$ cat config.mk
export PLATFORM = sky130hd
export DESIGN_NAME = div_ctrl_flat
export DESIGN_NICKNAME = d
export VERILOG_FILES = /design/src/rtl/div_ctrl_if.sv /design/src/rtl/div_ctrl.sv /design/src/flat_wrapper.sv
export SDC_FILE = /design/constraint.sdc
export NUM_CORES = 1
export LEC_CHECK = 0
export BUFFER_PORTS_ARGS = -buffer_cell sky130_fd_sc_hd__buf_2
export CELL_PAD_IN_SITES_DETAIL_PLACEMENT = 2
export CELL_PAD_IN_SITES_GLOBAL_PLACEMENT = 2
export CORE_MARGIN = 8
export CORE_UTILIZATION = 31
export DETAILED_ROUTE_END_ITERATION = 10
export GPL_ROUTABILITY_DRIVEN = 0
export HOLD_SLACK_MARGIN = 0.05
export MAX_ROUTING_LAYER = met4
export PLACE_DENSITY = 0.83
export SYNTH_ARGS = -nofsm -noshare
export SYNTH_HDL_FRONTEND = slang
export SYNTH_SLANG_ARGS = --single-unit
export TNS_END_PERCENT = 1
$ cat constraint.sdc
create_clock -name clk -period 2.6 [get_ports clk]
set_input_delay 0.13 -clock clk [delete_from_list [all_inputs] [get_ports clk]]
set_output_delay 0.13 -clock clk [all_outputs]
set_load 0.02 [all_outputs]
$ cat src/rtl/div_ctrl_if.sv
// Interface bundling the pipeline-side request/result signals and the
// divider-core handshake for div_ctrl.
//   Pipeline side : start, signed_op, rs, rt, flush -> busy, result_valid, lo, hi
//   Core side     : div_en, div_a, div_b -> div_q, div_r, div_done
// slave  : the controller (div_ctrl)
// master : the environment driving requests and modelling the core
interface div_ctrl_if;
  logic        start;
  logic        signed_op;
  logic [31:0] rs;
  logic [31:0] rt;
  logic        flush;
  logic        busy;
  logic        result_valid;
  logic [31:0] lo;
  logic [31:0] hi;
  logic        div_en;
  logic [31:0] div_a;
  logic [31:0] div_b;
  logic [31:0] div_q;
  logic [31:0] div_r;
  logic        div_done;

  modport slave (
    input  start, signed_op, rs, rt, flush, div_q, div_r, div_done,
    output busy, result_valid, lo, hi, div_en, div_a, div_b
  );

  modport master (
    output start, signed_op, rs, rt, flush, div_q, div_r, div_done,
    input  busy, result_valid, lo, hi, div_en, div_a, div_b
  );
endinterface

$ cat src/rtl/div_ctrl.sv
// div_ctrl: MIPS DIV/DIVU controller in front of a multicycle unsigned
// divider core. Converts signed operands to magnitudes, launches the core,
// sign-corrects quotient/remainder and returns LO/HI with a stall signal.
// Divide-by-zero bypasses the core. Flush cancels the pending result.
// Ports:
//   clk      : clock
//   rst      : synchronous active-high reset
//   bus      : div_ctrl_if.slave (request, result, stall and core handshake)
module div_ctrl #(
  parameter logic [31:0] DIV0_LO = 32'hFFFF_FFFF
) (
  input  logic        clk,
  input  logic        rst,
  div_ctrl_if.slave   bus
);

  typedef enum logic [1:0] {IDLE, ISSUE, WAIT, FIX} state_t;

  state_t      state, state_nxt;
  logic        accept;
  logic        neg_q, neg_r, cancel;
  logic [31:0] q_r, r_r;
  logic [31:0] lo_r, hi_r, a_r, b_r;
  logic        rv_r;
  logic        busy_c, en_c;

  assign accept = (state == IDLE) & bus.start & ~bus.flush;

  // state register
  always_ff @(posedge clk) begin
    if (rst) state <= IDLE;
    else     state <= state_nxt;
  end

  // next state
  always_comb begin
    state_nxt = state;
    case (state)
      IDLE:    if (accept) state_nxt = (bus.rt == 32'd0) ? FIX : ISSUE;
      ISSUE:   state_nxt = WAIT;
      WAIT:    if (bus.div_done) state_nxt = FIX;
      FIX:     state_nxt = IDLE;
      default: state_nxt = IDLE;
    endcase
  end

  // outputs: the core launch is a single-cycle strobe tied to ISSUE so it
  // can never be held across two cycles
  always_comb begin
    busy_c = (state != IDLE) | accept;
    en_c   = (state == ISSUE);
  end

  // datapath
  always_ff @(posedge clk) begin
    if (rst) begin
      lo_r   <= '0;
      hi_r   <= '0;
      a_r    <= '0;
      b_r    <= '0;
      q_r    <= '0;
      r_r    <= '0;
      neg_q  <= 1'b0;
      neg_r  <= 1'b0;
      cancel <= 1'b0;
      rv_r   <= 1'b0;
    end else begin
      rv_r <= 1'b0;
      if (state != IDLE && bus.flush) cancel <= 1'b1;
      case (state)
        IDLE: if (accept) begin
          if (bus.rt == 32'd0) begin
            // zero divisor: result is fixed, no sign correction
            q_r   <= DIV0_LO;
            r_r   <= bus.rs;
            neg_q <= 1'b0;
            neg_r <= 1'b0;
          end else begin
            neg_q <= bus.signed_op & (bus.rs[31] ^ bus.rt[31]);
            neg_r <= bus.signed_op & bus.rs[31];
            // -2^31 negates to itself, which is the correct unsigned magnitude
            a_r   <= (bus.signed_op & bus.rs[31]) ? -bus.rs : bus.rs;
            b_r   <= (bus.signed_op & bus.rt[31]) ? -bus.rt : bus.rt;
          end
        end
        // core outputs are only valid in the done cycle
        WAIT: if (bus.div_done) begin
          q_r <= bus.div_q;
          r_r <= bus.div_r;
        end
        FIX: begin
          lo_r   <= neg_q ? -q_r : q_r;
          hi_r   <= neg_r ? -r_r : r_r;
          // a flush landing in FIX itself also suppresses the write-back
          rv_r   <= ~(cancel | bus.flush);
          cancel <= 1'b0;
        end
        default: ;
      endcase
    end
  end

  assign bus.busy         = busy_c;
  assign bus.div_en       = en_c;
  assign bus.result_valid = rv_r;
  assign bus.lo           = lo_r;
  assign bus.hi           = hi_r;
  assign bus.div_a        = a_r;
  assign bus.div_b        = b_r;

endmodule

$ cat src/flat_wrapper.sv
// flat-port wrapper written by rule: the top's interface ports become plain ports
module div_ctrl_flat 
#(
  parameter logic [31:0] DIV0_LO = 32'hFFFF_FFFF
)
  (clk, rst, bus_start, bus_signed_op, bus_rs, bus_rt, bus_flush, bus_div_q, bus_div_r, bus_div_done, bus_busy, bus_result_valid, bus_lo, bus_hi, bus_div_en, bus_div_a, bus_div_b);
  div_ctrl_if bus_i ();
  input  logic clk;
  input  logic rst;
  input wire logic [$bits(bus_i.start)-1:0] bus_start;
  input wire logic [$bits(bus_i.signed_op)-1:0] bus_signed_op;
  input wire logic [$bits(bus_i.rs)-1:0] bus_rs;
  input wire logic [$bits(bus_i.rt)-1:0] bus_rt;
  input wire logic [$bits(bus_i.flush)-1:0] bus_flush;
  input wire logic [$bits(bus_i.div_q)-1:0] bus_div_q;
  input wire logic [$bits(bus_i.div_r)-1:0] bus_div_r;
  input wire logic [$bits(bus_i.div_done)-1:0] bus_div_done;
  output wire logic [$bits(bus_i.busy)-1:0] bus_busy;
  output wire logic [$bits(bus_i.result_valid)-1:0] bus_result_valid;
  output wire logic [$bits(bus_i.lo)-1:0] bus_lo;
  output wire logic [$bits(bus_i.hi)-1:0] bus_hi;
  output wire logic [$bits(bus_i.div_en)-1:0] bus_div_en;
  output wire logic [$bits(bus_i.div_a)-1:0] bus_div_a;
  output wire logic [$bits(bus_i.div_b)-1:0] bus_div_b;
  assign bus_i.start = bus_start;
  assign bus_i.signed_op = bus_signed_op;
  assign bus_i.rs = bus_rs;
  assign bus_i.rt = bus_rt;
  assign bus_i.flush = bus_flush;
  assign bus_i.div_q = bus_div_q;
  assign bus_i.div_r = bus_div_r;
  assign bus_i.div_done = bus_div_done;
  assign bus_busy = bus_i.busy;
  assign bus_result_valid = bus_i.result_valid;
  assign bus_lo = bus_i.lo;
  assign bus_hi = bus_i.hi;
  assign bus_div_en = bus_i.div_en;
  assign bus_div_a = bus_i.div_a;
  assign bus_div_b = bus_i.div_b;
  div_ctrl #(.DIV0_LO(DIV0_LO)) u_core (.clk(clk), .rst(rst), .bus(bus_i));
endmodule
After elaboration in Yosys (flattened, before gate mapping)
Cells that the tools add are included.
{ "totals": {"ff_bits": 198, "latch_bits": 0, "ramBits": 0, "rom_bits": 0, "inputBits": 134, "out_inout_bits": 131, "word_cells": 62, "memories": 0} }
{ "op_classes": {"add_sub_neg": 4, "multipliers": 0, "div_mod_pow": 0, "order_cmp": 0, "eq_ne": 6, "shifts": 0, "muxes": 18, "bitwise_logic": 12, "reduce_logical": 11} }
{ "ops": {"columns": ["operator", "count"], "rows": [
  ["$mux W32", 10],
  ["$neg A32 Y32", 4],
  ["$pmux W32 S2", 2],
  ["$logic_not A32 Y1", 1],
  ["$pmux W2 S4", 1],
  ["$mux W2", 3],
  ["$and A1 B1 Y1", 5],
  ["$eq A2 B2 Y1 const B", 2],
  ["$ne A2 B2 Y1 const B", 2],
  ["$not A1 Y1", 4],
  ["$reduce_and A2 Y1", 2],
  ["$reduce_and A4 Y1", 1],
  ["$reduce_bool A2 Y1", 2],
  ["$reduce_or A2 Y1", 2],
  ["$reduce_and A3 Y1", 1],
  ["$eq A2 B1 Y1 const B", 1],
  ["$logic_not A2 Y1", 1],
  ["$mux W1", 2],
  ["$ne A2 B1 Y1 const B", 1],
  ["$or A1 B1 Y1", 2],
  ["$logic_and A1 B1 Y1", 1],
  ["$xor A1 B1 Y1", 1]
]} }

Depth between registers and ports, before layout
{ "depth": {"depth_word": 5, "mapped_depth": 9, "depth_no_buf": 7} }

Worst setup path before layout
Ideal clock, no wire load.
{ "synth_timing": {"path_kind": "register to register", "from": "register u_core.q_r[10]", "to": "register u_core.lo_r[28] (netlist: u_core.bus.lo[28])", "setup_time_ns": 0.145, "arrival_ns": 2.141, "required_time_ns": 2.455, "setup_slack_ns": 0.314, "stages_incl_launch_ff": 8, "path_buffers": 2, "synth_period_minus_slack_ns": 2.286, "cell_sequence": "dfxtp_1 > or4_1 > or4_1 > buf_2 > buf_2 > nor4_1 > mux2i_1 > o311ai_0"} }
{ "synth_between": {"elab_chain_len": 2} }
{ "synth_rtl": {"columns": ["element", "line_no", "rtl"], "rows": [
  ["start, declared", "div_ctrl.sv:22", "logic [31:0] q_r, r_r;"],
  ["start signal, assigned", "div_ctrl.sv:88", "q_r <= bus.div_q;"],
  ["$neg A32 Y32", "div_ctrl.sv:92", "lo_r <= neg_q ? -q_r : q_r;"],
  ["$mux W32", "div_ctrl.sv:92", null],
  ["end signal, assigned", "div_ctrl.sv:92", null],
  ["end, declared", "div_ctrl.sv:23", "logic [31:0] lo_r, hi_r, a_r, b_r;"]
]} }
Every way passes these cells.
A chain may end at the register's enable or synchronous reset.

Final worst setup path
{ "layout_timing": {"from": "input bus_rt[30]", "to": "register u_core.b_r[26] (netlist: u_core.bus.div_b[26])"} }
{ "layout_between": {"elab_chain_len": 3} }
{ "layout_rtl": {"columns": ["element", "line_no", "rtl"], "rows": [
  ["start, declared", "flat_wrapper.sv:13", "input wire logic [$bits(bus_i.rt)-1:0] bus_rt;"],
  ["$logic_not A32 Y1", "div_ctrl.sv:72", "if (bus.rt == 32'd0) begin"],
  ["$not A1 Y1 (no line)", null, null],
  ["$reduce_and A3 Y1 (no line)", null, null],
  ["end signal, assigned", "div_ctrl.sv:83", "b_r <= (bus.signed_op & bus.rt[31]) ? -bus.rt : bus.rt;"],
  ["end, declared", "div_ctrl.sv:23", null]
]} }
Every way passes these cells.

==> out/metrics.csv <==
stage,metric,value,unit
outcome,outcome,"complete, no violations",
sta,Final setup violation count,0,
global_routing,vias in the first global route,11700,
logic_synthesis,synthesized cell area,10100,sq um
logic_synthesis,Yosys top cell area share,0.394,
floorplanning,Die Height,196,um
sta,Setup TNS Final,0,ps
power,Tot Pwr,0.0106,W
routing,Detailed Route WL,44800,um
worst_setup_path,worst-path cell chain,dlygate4sd3_1 -> buf_2 -> or4_4 -> or2_4 -> o31a_2 -> buf_6 -> a211oi_1 -> dlygate4sd3_1,
floorplanning,Core Footprint,32200,sq um
worst_setup_path,Worst EP arrival,2950,ps
layout,layout cells sized above 1,0.275,
hold_path,worst hold path class,in -> reg,
sta,Final Hold Vio Count,0,
worst_setup_path,CP Class,in -> reg,
power,pwr dens,793,nW/um^2
cts,TritonCTS clock tree,yes,
floorplanning,I/O Pins,265,
floorplanning,Initial Util,0.312,
worst_setup_path,"Max FO, Critical Path",23,
routing,Detailed Routing Iterations Pass 1,4,
worst_setup_path,WP buf/inv,4,
cts,CTS HTree Levels,4,
floorplanning,Horiz. Die Dim,196,um
sta,Final min period,2540,ps
logic_synthesis,leading area contributor after synthesis,dfxtp_1,
cts,CTS root buffer,clkbuf_16,
worst_setup_path,"slowest stage delay, CP",580,ps
global_routing,total track usage,0.235,
logic_synthesis,Post-Synthesis Cells,1170,
layout,Nets,1612,
cts,clk buf depth,2,
logic_synthesis,ys flop type,dfxtp_1,
logic_synthesis,Synth Register Bits,198,
global_routing,largest net degree at the start of global routing,100,
logic_synthesis,Post-synth EDFFs,0,
sta,final period utilization,0.977,
cts,Clock Pin Slew Worst Setup and Hold Paths,80,ps
routing,DRC,0,
routing,drt wl/cell,23.6,um
floorplanning,num rows,66,
sta,slew margin rel.,0.488,
job,maxcap violations,0,
sta,f_max,0.394,GHz
worst_setup_path,startpoint class of the critical path,input port,
worst_setup_path,CP required,3010,ps
logic_synthesis,dominant cells by area after synthesis,"dfxtp_1 (39%), xor2_1 (5.7%), nor2_1 (5.6%), a211oi_1 (4.9%), o221a_2 (3.6%)",
routing,routed vias,10700,
logic_synthesis,syn nets,1313,
logic_synthesis,"FFs w/ async S/R, synth",0,
layout,area grow syn2layout,32.4,%
logic_synthesis,Cell variety after synth,62,
logic_synthesis,Synth warnings,0,
worst_setup_path,Critical Path Most Common Cell,dlygate4sd3_1,
cts,TritonCTS Buffers,17,
power,Leak,5.56,nW
sta,worst hold slack,70.8,ps
floorplanning,die area,38500,sq um
logic_synthesis,"Seq/Total Area, Yosys",0.394,
placement,Post-Place Cell Area,11900,sq um
global_routing,initial antenna violation count,9,
global_routing,global-route wire length before repair,69900,um
power,VDD IR max,0.492,mV
sta,Slew @ Worst Pin,767,ps
layout,final instance area,13300,sq um
cts,clk_lat worst skew,470,ps
worst_setup_path,Critical Path Sink Type,register,
worst_setup_path,Crit path max-delay family,buffers and inverters,
sta,Max Clock Skew,10.8,ps
sta,max-slew violations,0,
cts,CTS sink cnt,198,
worst_setup_path,Crit-path slowest cell,dlygate4sd3_1,
routing,DRT iter0 DRCs,468,
global_routing,total congestion overflow,0,
logic_synthesis,Mapped Avg Cell Area,8.59,sq um
routing,vias per std cell,5.61,
placement,PortBufs,264,
routing,post-route ant nets,0,
placement,HPWL after DPL,30500,um
==> cell type report <==
type                       count  area [sq um]
sequential                   198          3960
inverter                      20          75.1
clock inverter                14           140
clock buffer                  18           439
antenna                       10          25.0
fill                        3577         18900
timing repair buffer         372          2370
tap                          408           510
multi-input combinational    860          5790
==> power breakdown <==
part	switching [W]	internal [W]	total [W]	leakage [nW]
registers	0.000327	0.00343	0.00376	1.61
clock network	0.00138	0.00130	0.00268	0.271
logic	0.00265	0.00147	0.00412	3.68
total	0.00435	0.00620	0.0106	5.56
==> timing repair <==
action	CTS	global route
hold buffers	73	0
endpoints found under the hold margin	73	0
resized for setup	0	23
buffers inserted	0	1
endpoints found under the setup margin	0	64
==> routing by layer <==
metal / wire (um) / vias up / part of all wire / track usage
met3: 1830 / 32 / 0.041 / 0.0410
met5: 0 / - / 0 / -
met2: 22200 / 252 / 0.50 / 0.393
met4: 581 / 0 / 0.013 / 0.0654
li1: - / 4977 / - / -
met1: 20200 / 5399 / 0.45 / 0.288
==> cells by family (layout without fill, tap and decap cells) <==
kind of cell | Yosys count | in the layout | share of synthesized area
buf+inv | 112 | 424 | 0.0454
xor+xnor | 103 | 103 | 0.0897
compound gates | 380 | 380 | 0.271
flops | 198 | 198 | 0.394
simple gates | 356 | 356 | 0.177
mux | 12 | 12 | 0.0119
fa+ha+maj | 9 | 9 | 0.0112
other cells | 0 | 10 | 0
==> worst paths after layout <==
check,from,end,slack [ps],cells past startpoint
worst max-delay path,bus_rt[30],u_core.bus.div_b[26],60,8
worst min-delay path,bus_div_r[14],u_core.r_r[14],70,4
worst max register to register,u_core.q_r[10],u_core.bus.lo[25],130,6
worst min register to register,u_core.cancel,u_core.bus.result_valid,450,1
==> worst min-delay path: cells and delay by family <==
kind / cells / cell delay (ps)
AO/OA/AOI/OAI: 2 / 190
AND/OR/NAND/NOR: 1 / 110
buffers and inverters: 1 / 80
==> synth_stat cells, drive strengths merged, types with 2 or more instances <==
library cell  count
nor4             21
xnor2            37
nand4             6
o221a            32
o22a             29
a31oi            17
clkbuf           73
a311oi            4
nor3             26
o31a              3
nor2            149
nand2b            7
or2               6
inv              19
o31ai            27
o21ai            62
a2bb2oi           3
o41ai            19
and4              3
a211oi           66
nand2            38
a41oi             3
and3              8
or4              15
dfxtp           198
nand3            15
buf              18
a32oi             6
nor2b            29
ha                9
a21oi            61
and2              2
mux2i            12
o311ai            2
a311o             2
o22ai            36
a31o              2
xor2             66
nand3b            3
or3              22
==> registers in the layout (all words and copies together), names as in the netlist <==
signal	count
u_core.bus.div_a	32
u_core.bus.div_b	32
u_core.bus.hi	32
u_core.bus.lo	32
u_core.bus.result_valid	1
u_core.cancel	1
u_core.neg_q	1
u_core.neg_r	1
u_core.q_r	32
u_core.r_r	32
u_core.state	2
==> cell usage in the layout, fill, tap and decap left out, types with 12 or more instances in the layout <==
cell             n
o31ai_1         26
dlygate4sd3_1   73
o22a_1          29
nand2_1         38
nor4_1          18
xnor2_1         37
buf_4           30
a211oi_1        64
nor2b_1         29
nor3_1          25
o21ai_0         62
clkbuf_16       17
dfxtp_1        198
a21oi_1         61
or3_1           16
nand3_1         14
nor2_1         149
xor2_1          66
o22ai_1         36
inv_1           18
o221a_2         32
a31oi_1         16
mux2i_1         12
buf_2          263
==> through the flow <==
| step | std cells | setup WS, ps | util |
|---|---|---|---|
| 3_5_place_dp | 1784 | 27.7 | 0.368 |
| 5_1_grt | 1899 | -16.0 | 0.413 |
| 6_report | 1900 | 60.7 | 0.413 |
| 3_3_place_gp | 1784 | 144 | 0.368 |
| 2_1_floorplan | 1170 | 314 | - |
| 4_1_cts | 1889 | 6.91 | 0.409 |
Power figures use the tool's default switching activity.
